## config.mk

```make
export PLATFORM = sky130hd
export DESIGN_NAME = pipe_skid_reg
export DESIGN_NICKNAME = d
export VERILOG_FILES = /design/src/rtl/pipe_skid_reg_pkg.sv /design/src/rtl/pipe_skid_reg_sat_counter.sv /design/src/rtl/pipe_skid_reg.sv
export SDC_FILE = /design/constraint.sdc
export NUM_CORES = 1
export LEC_CHECK = 0
export ABC_AREA = 1
export BUFFER_PORTS_ARGS = -buffer_cell sky130_fd_sc_hd__buf_2
export CAP_MARGIN = 20
export CORE_MARGIN = 1.5
export CORE_UTILIZATION = 50
export CTS_CLUSTER_SIZE = 12
export DETAILED_ROUTE_END_ITERATION = 10
export PLACE_DENSITY = 0.79
export RECOVER_POWER = 100
export SYNTH_ARGS = -nofsm -noshare
export SYNTH_HDL_FRONTEND = slang
export SYNTH_SLANG_ARGS = --single-unit
```

## constraint.sdc

```tcl
create_clock -name clk -period 12 [get_ports clk]
set_input_delay 0.6 -clock clk [delete_from_list [all_inputs] [get_ports clk]]
set_output_delay 0.6 -clock clk [all_outputs]
set_load 0.01 [all_outputs]
```

## src/rtl/pipe_skid_reg_pkg.sv

```systemverilog
// Shared pipeline-register types: stage occupancy encoding, the NOP control word
// and the packed payload layout used by the ID/EX stage wrapper.
package pipe_skid_reg_pkg;

    typedef enum logic [1:0] {
        EMPTY = 2'b00,
        BUSY  = 2'b01,
        FULL  = 2'b11
    } pipe_state_t;

    typedef struct packed {
        logic [3:0] alu_op;
        logic       alu_src;
        logic       mem_read;
        logic       mem_write;
        logic       reg_write;
        logic [1:0] wb_sel;
        logic       branch;
        logic       jump;
    } rv32i_control_word_t;

    // An all-zero control word writes nothing and touches no memory, i.e. a bubble.
    localparam rv32i_control_word_t PIPE_NOP_CW = '0;

    typedef struct packed {
        rv32i_control_word_t cw;
        logic [31:0]         pc;
        logic [31:0]         rs1_val;
        logic [31:0]         rs2_val;
        logic [31:0]         imm;
        logic [4:0]          rd;
    } id_ex_payload_t;

    function automatic pipe_state_t pipe_state(input logic main_valid, input logic skid_valid);
        return skid_valid ? FULL : (main_valid ? BUSY : EMPTY);
    endfunction

endpackage

```

## src/rtl/pipe_skid_reg_sat_counter.sv

```systemverilog
// Saturating up-counter with synchronous clear; clear takes priority over increment.
module pipe_sat_counter #(
    parameter int WIDTH = 16
) (
    input  logic             clk,
    input  logic             rst,
    input  logic             clr,
    input  logic             inc,
    output logic [WIDTH-1:0] count
);

    localparam logic [WIDTH-1:0] MAX = '1;

    always_ff @(posedge clk or posedge rst) begin
        if (rst) begin
            count <= '0;
        end else if (clr) begin
            count <= '0;
        end else if (inc && (count != MAX)) begin
            count <= count + WIDTH'(1);
        end
    end

endmodule

```

## src/rtl/pipe_skid_reg.sv

```systemverilog
// Elastic pipeline stage register with valid/ready handshake, optional 2-entry skid
// buffer (registered in_ready), synchronous flush to NOP and a stall counter.
module pipe_skid_reg
    import pipe_skid_reg_pkg::*;
#(
    parameter int unsigned      WIDTH     = 128,
    parameter logic [WIDTH-1:0] NOP_VALUE = '0,
    parameter bit               SKID      = 1'b1,
    parameter int unsigned      CNT_WIDTH = 16
) (
    input  logic                 clk,
    input  logic                 rst,
    input  logic                 in_valid,
    output logic                 in_ready,
    input  logic [WIDTH-1:0]     in_data,
    output logic                 out_valid,
    input  logic                 out_ready,
    output logic [WIDTH-1:0]     out_data,
    input  logic                 flush,
    input  logic                 cnt_clr,
    output logic [CNT_WIDTH-1:0] stall_cnt
);

    logic             main_valid;
    logic             skid_valid;
    logic [WIDTH-1:0] main_data;
    logic [WIDTH-1:0] skid_data;
    logic             in_fire;
    logic             out_fire;
    pipe_state_t      state_dbg;

    assign in_fire   = in_valid & in_ready;
    assign out_fire  = main_valid & out_ready;
    assign out_valid = main_valid;
    assign out_data  = main_valid ? main_data : NOP_VALUE;

    generate
        if (SKID) begin : g_skid
            // The skid slot only fills when main is occupied and not draining,
            // so in_ready depends on state alone and never on out_ready.
            always_ff @(posedge clk or posedge rst) begin
                if (rst) begin
                    skid_valid <= 1'b0;
                    skid_data  <= NOP_VALUE;
                end else if (flush) begin
                    skid_valid <= 1'b0;
                    skid_data  <= NOP_VALUE;
                end else if (skid_valid) begin
                    if (out_fire) begin
                        skid_valid <= 1'b0;
                    end
                end else if (in_fire && main_valid && !out_ready) begin
                    skid_valid <= 1'b1;
                    skid_data  <= in_data;
                end
            end

            assign in_ready = ~skid_valid;
        end else begin : g_noskid
            assign skid_valid = 1'b0;
            assign skid_data  = NOP_VALUE;
            assign in_ready   = ~main_valid | out_ready;
        end
    endgenerate

    // Main slot: when the skid holds data it refills main first to keep FIFO order.
    always_ff @(posedge clk or posedge rst) begin
        if (rst) begin
            main_valid <= 1'b0;
            main_data  <= NOP_VALUE;
        end else if (flush) begin
            main_valid <= 1'b0;
            main_data  <= NOP_VALUE;
        end else if (skid_valid) begin
            if (out_fire) begin
                main_data <= skid_data;
            end
        end else if (!main_valid || out_fire) begin
            main_valid <= in_fire;
            if (in_fire) begin
                main_data <= in_data;
            end
        end
    end

    pipe_sat_counter #(
        .WIDTH (CNT_WIDTH)
    ) u_stall_cnt (
        .clk   (clk),
        .rst   (rst),
        .clr   (cnt_clr),
        .inc   (main_valid & ~out_ready & ~flush),
        .count (stall_cnt)
    );

    assign state_dbg = pipe_state(main_valid, skid_valid);

    always @(posedge clk) begin
        if (!rst) begin
            assert (!(skid_valid && !main_valid));
            assert (SKID || (state_dbg != FULL));
        end
    end

endmodule
```

; ---- Word level (Yosys, flattened, before mapping)
; Cells that the tools add are included.
[classes]
mux = 18
n_eq_ne = 3
bitwise_logic = 7
add_sub_neg = 1
reduce_logical = 14
[op_table]
columns = op, n
row1 = two-way mux 128 bit, 9
row2 = two-way mux 16 bit, 2
row3 = "adder 16 x 1 -> 16 bit, second input constant", 1
row4 = "!= test 16 bit, second input constant", 1
row5 = two-way mux 1 bit, 7
row6 = nonzero test 2 bit, 3
row7 = nonzero test 3 bit, 2
row8 = bitwise AND 1 bit, 4
row9 = AND reduction 2 bit, 2
row10 = logical AND 1 bit, 3
row11 = "!= test 3 x 2 -> 1 bit, second input constant", 1
row12 = inverter 1 bit, 3
row13 = AND reduction 3 bit, 1
row14 = logical NOT 1 bit, 2
row15 = "!= test 2 bit, second input constant", 1
row16 = logical OR 1 bit, 1
[word_totals]
output_inout_bits = 146
input_bits = 134
wordCells = 48
regBits = 274

; ---- Depth between registers and ports, before layout
; Gate-level depths: netlist of run 1.
[depth]
ltp_word = 7
ltp_mapped = 10
depth_no_buf = 9

; ---- Hierarchy
; Synthesis of run 1 repeated with hierarchy kept, for this count alone.
[hier_totals]
hier_cells = 1979
hier_area_um2 = 13967.1
[modules_own_cells]
columns = module, seq_area_each_um2, instances, cells_each, area_per_inst_um2
row1 = pipe_skid_reg, 6456.2, 1, 1820, 12883.6
row2 = pipe_sat_counter, 400.4, 1, 159, 1083.5

; ---- Worst setup path before layout of run 1
; No wires, ideal clock.
[synth_timing]
kind = register to output
from = register main_valid (netlist: out_valid)
to = output port out_data[50]
slack_ps = 10235
path_buffers = 2
required_time_ps = 11400
arrival_time_ps = 1165
path_stages_with_launch = 5
path_cell_list = dfrtp_1 clkbuf_1 clkbuf_1 nand2_1 inv_1
[synth_between]
elab_chain_len = 1
[synth_lines]
columns = item, line
row1 = "start, declared", pipe_skid_reg.sv:24  ; logic main_valid;
row2 = "start signal, assigned", pipe_skid_reg.sv:79  ; main_valid <= in_fire;
row3 = two-way mux 128 bit, pipe_skid_reg.sv:35  ; assign out_data = main_valid ? main_data : NOP_VALUE;
row4 = "end, declared", pipe_skid_reg.sv:18  ; output logic [WIDTH-1:0] out_data,
; No other way between the ends.

; ---- Final worst setup path of run 1
[layout_timing]
from = register main_valid (netlist: out_valid)
to = register skid_data[48]
[layout_between]
elab_chain_len = 4
[layout_lines]
columns = item, line
row1 = logical AND 1 bit (2 in a row), pipe_skid_reg.sv:52  ; end else if (in_fire && main_valid && !out_ready) begin
row2 = nonzero test 2 bit (no source line), n/a
row3 = AND reduction 2 bit (no source line), n/a
row4 = "end signal, assigned", pipe_skid_reg.sv:54  ; skid_data <= in_data;
row5 = "end, declared", pipe_skid_reg.sv:27  ; logic [WIDTH-1:0] skid_data;
; No other way between the ends.
; A chain may end at the register's enable or synchronous reset.

==> results of run 1 <==
layer usage:
layer  global-route usage  routed length [um]  vias up
met3              0.02747                2094       73
met2               0.4011               16050      447
li1                     -                   -     5595
met1               0.3342               14190     5491
met5                    0                   0        -
met4              0.09255                1095        0
power by group through the flow:
stage | clock network, mW | logic (mW) | registers, mW
4_1_cts | 0.884 | 0.239 | 1.00
3_5_place_dp | 0 | 0.237 | 1.02
2_1_floorplan | 0 | 0.162 | 1.01
5_1_grt | 0.923 | 0.265 | 1.01
3_3_place_gp | 0 | 0.231 | 1.02
6_report | 0.869 | 0.234 | 1.00
registers in the layout (all words and copies together), names as in the netlist:
name	flops
skid_data	128
skid_valid	1
out_valid	1
main_data	128
u_stall_cnt.count	16
area by class of cell:
type	instances	area, um2
Multi-Input combinational cell	768	3834
Inverter	531	1996
Clock buffer	40	817.0
Tap cell	335	419.2
Fill cell	2417	10600
Sequential cell	274	6857
Clock inverter	7	91.34
Timing Repair Buffer	290	1299
how the worst max path moves through the flow:
stage | startpoint | slack, ns | to | cells after the start
floorplan | rst | 3.85 | main_data[0] | 1
global placement | rst | 8.64 | skid_data[84] | 4
detailed placement | rst | 8.57 | main_data[84] | 4
CTS | out_valid | 8.78 | out_data[105] | 4
global route | out_valid | 4.70 | skid_data[103] | 5
finish | out_valid | 5.24 | skid_data[48] | 5
cell families (layout without fill, tap and decap cells):
group           Yosys count  count (layout)  synth area share
fa+ha+maj                 1               1         0.0009526
flops                   274             274            0.5221
simple gates            368             368            0.1115
compound gates          395             395            0.1765
buf+inv                 632             868            0.1863
xor+xnor                  4               4          0.002667
through the flow:
stage,utilization,hold WS [ns],setup slack (ns),cells,power (mW)
after CTS,0.5995,0.2216,8.776,2244,2.128
after detailed placement,0.5645,0.5087,8.567,2197,1.257
after global placement,0.5645,0.5004,8.640,2197,1.249
after global routing,0.5910,0.3222,4.704,2245,2.199
final,0.5910,0.3290,5.243,2245,2.108
after floorplan,-,0.4903,3.848,1674,1.170
cells in the final DEF, fill, tap and decap left out, types with 3 or more instances in the layout:
cell type / netlist / routed
nand3_1: 16 / 16
nand2_1: 320 / 317
buf_2: 52 / 134
clkinv_2: 1 / 3
clkbuf_8: 0 / 5
clkbuf_16: 0 / 29
nand4_1: 10 / 10
buf_4: 0 / 5
inv_1: 527 / 526
clkbuf_1: 40 / 156
nand2_4: 0 / 3
xor2_1: 4 / 4
nor2_1: 13 / 15
o21ai_0: 109 / 132
o22ai_1: 256 / 256
dfrtp_1: 274 / 274
critical path: cells and delay by family, from the launching register on:
| kind | cells | cell delay, ns |
|---|---|---|
| flops | 1 | 1.74 |
| compound gates | 1 | 0.67 |
| simple gates | 2 | 2.20 |
| buf+inv | 2 | 1.93 |
==> impl_metrics.py, run 1 <==
metrics = {
    "synthesis": {
        "synth_most_common_cell": "inv_1",
        "yosys_warnings": 0,
        "netlist.area_leader.share": 0.5221,
        "ys_top_cells_by_area": "dfrtp_1, inv_1, o22ai_1, nand2_1, o21ai_0",
        "yosysUniqueCellTypes": 28,
        "synth_edf_count": 0,
        "synth.largest_area_cell": "dfrtp_1",
        "synth_area_um2": 13130,
        "avgSynthCellArea_um2": 7.845,
        "synth-main-ff-cell": "dfrtp_1",
        "seq_area_frac_synth": 0.5221,
        "synth_nets": 1809,
        "postSynthCellCount": 1674,
        "ys_ff_latch": 274,
        "synthTopCellsByCount": "inv_1, nand2_1, dfrtp_1, o22ai_1, o21ai_0",
        "synthArstFlopShare": 1.000,
    },
    "placement": {
        "io_buffers": 279,
        "place.gp.congestion": 0.8542,
        "hpwl_um": 20610,
        "placed_cell_area_um2": 14630,
    },
    "worst_hold_path": {
        "hp-start": "in_data[33]",
        "holdPathStages": 3,
        "min_to": "skid_data[33]",
        "hp-class": "input port to flip-flop",
    },
    "grt": {
        "grt_max_degree": 118,
        "grt_pass1_vias": 11030,
        "antenna_found_initial": 0,
        "track_usage": 0.2443,
        "overflow": 0,
        "grt_pass1_wl_um": 53800,
    },
    "cts": {
        "post_cts_resized": 0,
        "h-tree-depth": 1,
        "cts_tree": "built",
        "clk_latency_ns": 0.55,
        "numCtsBuffers": 29,
        "cts_max_path_buffers": 3,
        "cts.clk_slew.worst_paths_ns": 0.06,
        "postCtsSetupRepairBufs": 0,
        "holdBufCountCts": 0,
        "ctsRootBufferMaster": "clkbuf_16",
        "cts_sinks": 274,
    },
    "setup_path": {
        "worstSetupEndpointType": "flip-flop",
        "path_cells": "clkinv_1, nor2_1, nand3_1, clkbuf_1, o22ai_1",
        "worstSetupPathType": "flip-flop to flip-flop",
        "cpPeakStageDelay_ns": 1.86,
        "rrSetupSlack_ns": 5.24,
        "timing.rr.start": "out_valid",
        "start_kind": "flip-flop",
        "r2r_end": "skid_data[48]",
        "crit_slowest_cell": "nand3_1",
        "cp_data_required_time_ns": 12.40,
        "r2r_cells": 5,
        "crit_path_max_fanout": 68,
        "critPathArrivalTime_ns": 7.16,
    },
    "drt": {
        "first_pass_iters": 5,
        "detail-route-antenna-nets": 0,
        "num_vias": 11610,
        "avgRoutedWirePerCell_um": 14.89,
        "wl_um": 33430,
        "drc": 0,
        "drt_iter0_drc": 1156,
        "via_per_inst": 5.170,
    },
    "power": {
        "peakVddDrop_mv": 0.08068,
        "power_density_nw_per_um2": 137.6,
        "combinationalPowerShare": 0.111,
        "clkPwrFrac": 0.413,
        "p_int_mw": 1.562,
        "switchingPower_uw": 545.5,
        "p_leak_nw": 8.291,
        "seq_power_share": 0.477,
        "p_sw_frac": 0.2588,
    },
    "floorplan": {
        "ioPinCount": 280,
        "initial_core_util": 0.5068,
        "die_w_um": 165.1,
        "fp.dieArea_um2": 27250,
        "die_h_um": 165.1,
        "coreArea_um2": 25910,
        "fp-row-count": 59,
    },
    "outcome": {
        "failed_checks": "capacitance limit, slew limit",
        "status": "finished with violations",
    },
    "sta": {
        "maxSlewViolCount": 536,
        "fmax_ghz": 0.1480,
        "fin_worst_skew_ns": 0.01757,
        "period_needed_ns": 6.757,
        "period_share": 0.5631,
        "worst_pin_slew_ns": 5.062,
        "tns_ns": 0,
        "hold_viol": 0,
        "finalSetupViolCount": 0,
        "slew_headroom": -2.393,
        "rsz0062_at_grt": "no",
    },
    "final_layout": {
        "antenna_cells": 0,
        "syn2layout_area_growth_pct": 16.60,
        "drive_gt1_frac": 0.1016,
        "nets": 2029,
        "fin_area_um2": 15310,
    },
    "job": {
        "maxCapViolCount": 7,
    },
}
Note: power is estimated with default switching activity, not from simulation.
==> run 2: changes to the inputs <==
PLACE_DENSITY = 0.82   (was 0.79)
clock period = 5.7 ns   (was 12 ns; I/O delays follow)
==> run 2 against run 1 <==
Net effect:
- the run still ends with capacitance limit, slew limit left
- hold slack got worse by 0.31 ns
- critical path depth rose by 1
- first-iteration DRC count fell by 8.8%
- final cell count rose by 0.27%
- setup slack got worse by 3.3 ns
- critical path type unchanged
==> impl_metrics.py, run 2 (same netlist as run 1, synthesis figures left out) <==
metrics = {
    "outcome": {
        "failed_checks": "capacitance limit, slew limit",
        "status": "finished with violations",
    },
    "setup_path": {
        "crit_path_max_fanout": 69,
        "cp_data_required_time_ns": 6.07,
        "worstSetupEndpointType": "flip-flop",
        "timing.rr.start": "out_valid",
        "start_kind": "flip-flop",
        "critPathArrivalTime_ns": 4.09,
        "r2r_end": "skid_data[116]",
        "worstSetupPathType": "flip-flop to flip-flop",
        "r2r_cells": 6,
        "rrSetupSlack_ns": 1.98,
    },
    "placement": {
        "io_buffers": 279,
        "hpwl_um": 19990,
        "place.gp.congestion": 0.8729,
    },
    "sta": {
        "period_needed_ns": 3.719,
        "fmax_ghz": 0.2689,
        "period_share": 0.6524,
        "maxSlewViolCount": 159,
        "fin_worst_skew_ns": 0.01563,
        "finalSetupViolCount": 0,
        "tns_ns": 0,
        "worst_pin_slew_ns": 1.955,
        "rsz0062_at_grt": "no",
        "slew_headroom": -0.3107,
        "hold_viol": 0,
    },
    "drt": {
        "first_pass_iters": 7,
        "wl_um": 32360,
        "via_per_inst": 5.100,
        "detail-route-antenna-nets": 0,
        "num_vias": 11480,
        "drc": 0,
        "avgRoutedWirePerCell_um": 14.37,
        "drt_iter0_drc": 1054,
    },
    "worst_hold_path": {
        "hp-start": "in_data[32]",
        "holdPathStages": 3,
        "hp-class": "input port to flip-flop",
        "min_to": "skid_data[32]",
    },
    "cts": {
        "cts_tree": "built",
        "postCtsSetupRepairBufs": 0,
        "cts.clk_slew.worst_paths_ns": 0.06,
        "h-tree-depth": 1,
        "ctsRootBufferMaster": "clkbuf_16",
        "cts_max_path_buffers": 3,
        "clk_latency_ns": 0.55,
        "cts_sinks": 274,
        "post_cts_resized": 0,
        "holdBufCountCts": 3,
        "numCtsBuffers": 29,
    },
    "floorplan": {
        "die_h_um": 165.1,
        "die_w_um": 165.1,
        "fp-row-count": 59,
        "initial_core_util": 0.5068,
        "coreArea_um2": 25910,
        "fp.dieArea_um2": 27250,
        "ioPinCount": 280,
    },
    "grt": {
        "grt_pass1_wl_um": 51760,
        "grt_max_degree": 257,
        "antenna_found_initial": 2,
        "overflow": 0,
        "grt_pass1_vias": 10740,
        "track_usage": 0.2336,
    },
    "final_layout": {
        "final_common_cell": "inv_1",
        "drive_gt1_frac": 0.1029,
        "final_cell_mix": "inv_1, nand2_1, dfrtp_1",
        "seq_area_um2": 6857,
        "nets": 2030,
        "reg_top3": "main_data: 128 flops, skid_data: 128 flops, u_stall_cnt.count: 16 flops",
        "syn2layout_area_growth_pct": 17.01,
        "fin_util": 0.5930,
        "multiInputGateArea_um2": 3834,
        "filler_cell_count": 2387,
    },
    "power": {
        "power_density_nw_per_um2": 286.3,
        "peakVddDrop_mv": 0.1779,
        "p_leak_nw": 8.322,
    },
    "job": {
        "maxCapViolCount": 3,
    },
}
==> run 2: worst max-delay path by stage <==
| stage | cells past startpoint | from | slack [ns] | to |
|---|---|---|---|---|
| final | 6 | out_valid | 1.98 | skid_data[116] |
| after global routing | 6 | out_valid | 1.64 | skid_data[110] |
| after CTS | 4 | out_valid | 2.79 | out_data[127] |
| after detailed placement | 5 | out_valid | 2.92 | skid_data[21] |
| after global placement | 5 | out_valid | 2.99 | skid_data[26] |
| after floorplan | 1 | rst | 1.79 | main_data[0] |
==> run 2: power by group <==
group	internal, mW	leakage, nW	switching, mW	total, mW
Combinational	0.157	4.19	0.329	0.486
Sequential	2.05	3.69	0.0594	2.11
Clock	1.05	0.448	0.750	1.80
Total	3.26	8.32	1.14	4.40
==> run 2: layout make-up <==
type                            instances  area share
Multi-Input combinational cell        768      0.2495
Clock inverter                          7    0.004153
Clock buffer                           43     0.05456
Sequential cell                       274      0.4462
Antenna cell                            2   0.0003257
Tap cell                              335     0.02728
Inverter                              531      0.1299
Timing Repair Buffer                  291     0.08810
==> run 2: metal layers <==
metal / share of wire / GRT usage / up-vias
met5: 0.00040 / 0 / -
met4: 0.040 / 0.1097 / 2
met3: 0.065 / 0.03222 / 87
met2: 0.47 / 0.3714 / 468
met1: 0.42 / 0.3177 / 5333
li1: - / - / 5590
==> run 2: worst max-delay path, stage by stage (launching register included) <==
cell      delay, ns
dfrtp_1        1.37
clkinv_1       0.23
nor2_1         0.32
nand2_1        0.15
nand2_4        0.61
buf_4          0.66
o22ai_1        0.15
==> run 2: metrics by stage <==
stage	hold slack (ns)	power, mW	worst slack [ns]	area, um2	instances
global route	0.01567	4.595	1.637	15360	2250
global placement	0.4996	2.625	2.988	14630	2195
floorplan	0.4314	2.464	1.792	13140	1674
CTS	0.0003661	4.453	2.795	15560	2248
finish	0.01492	4.399	1.981	15370	2251
detailed placement	0.5098	2.639	2.919	14630	2195
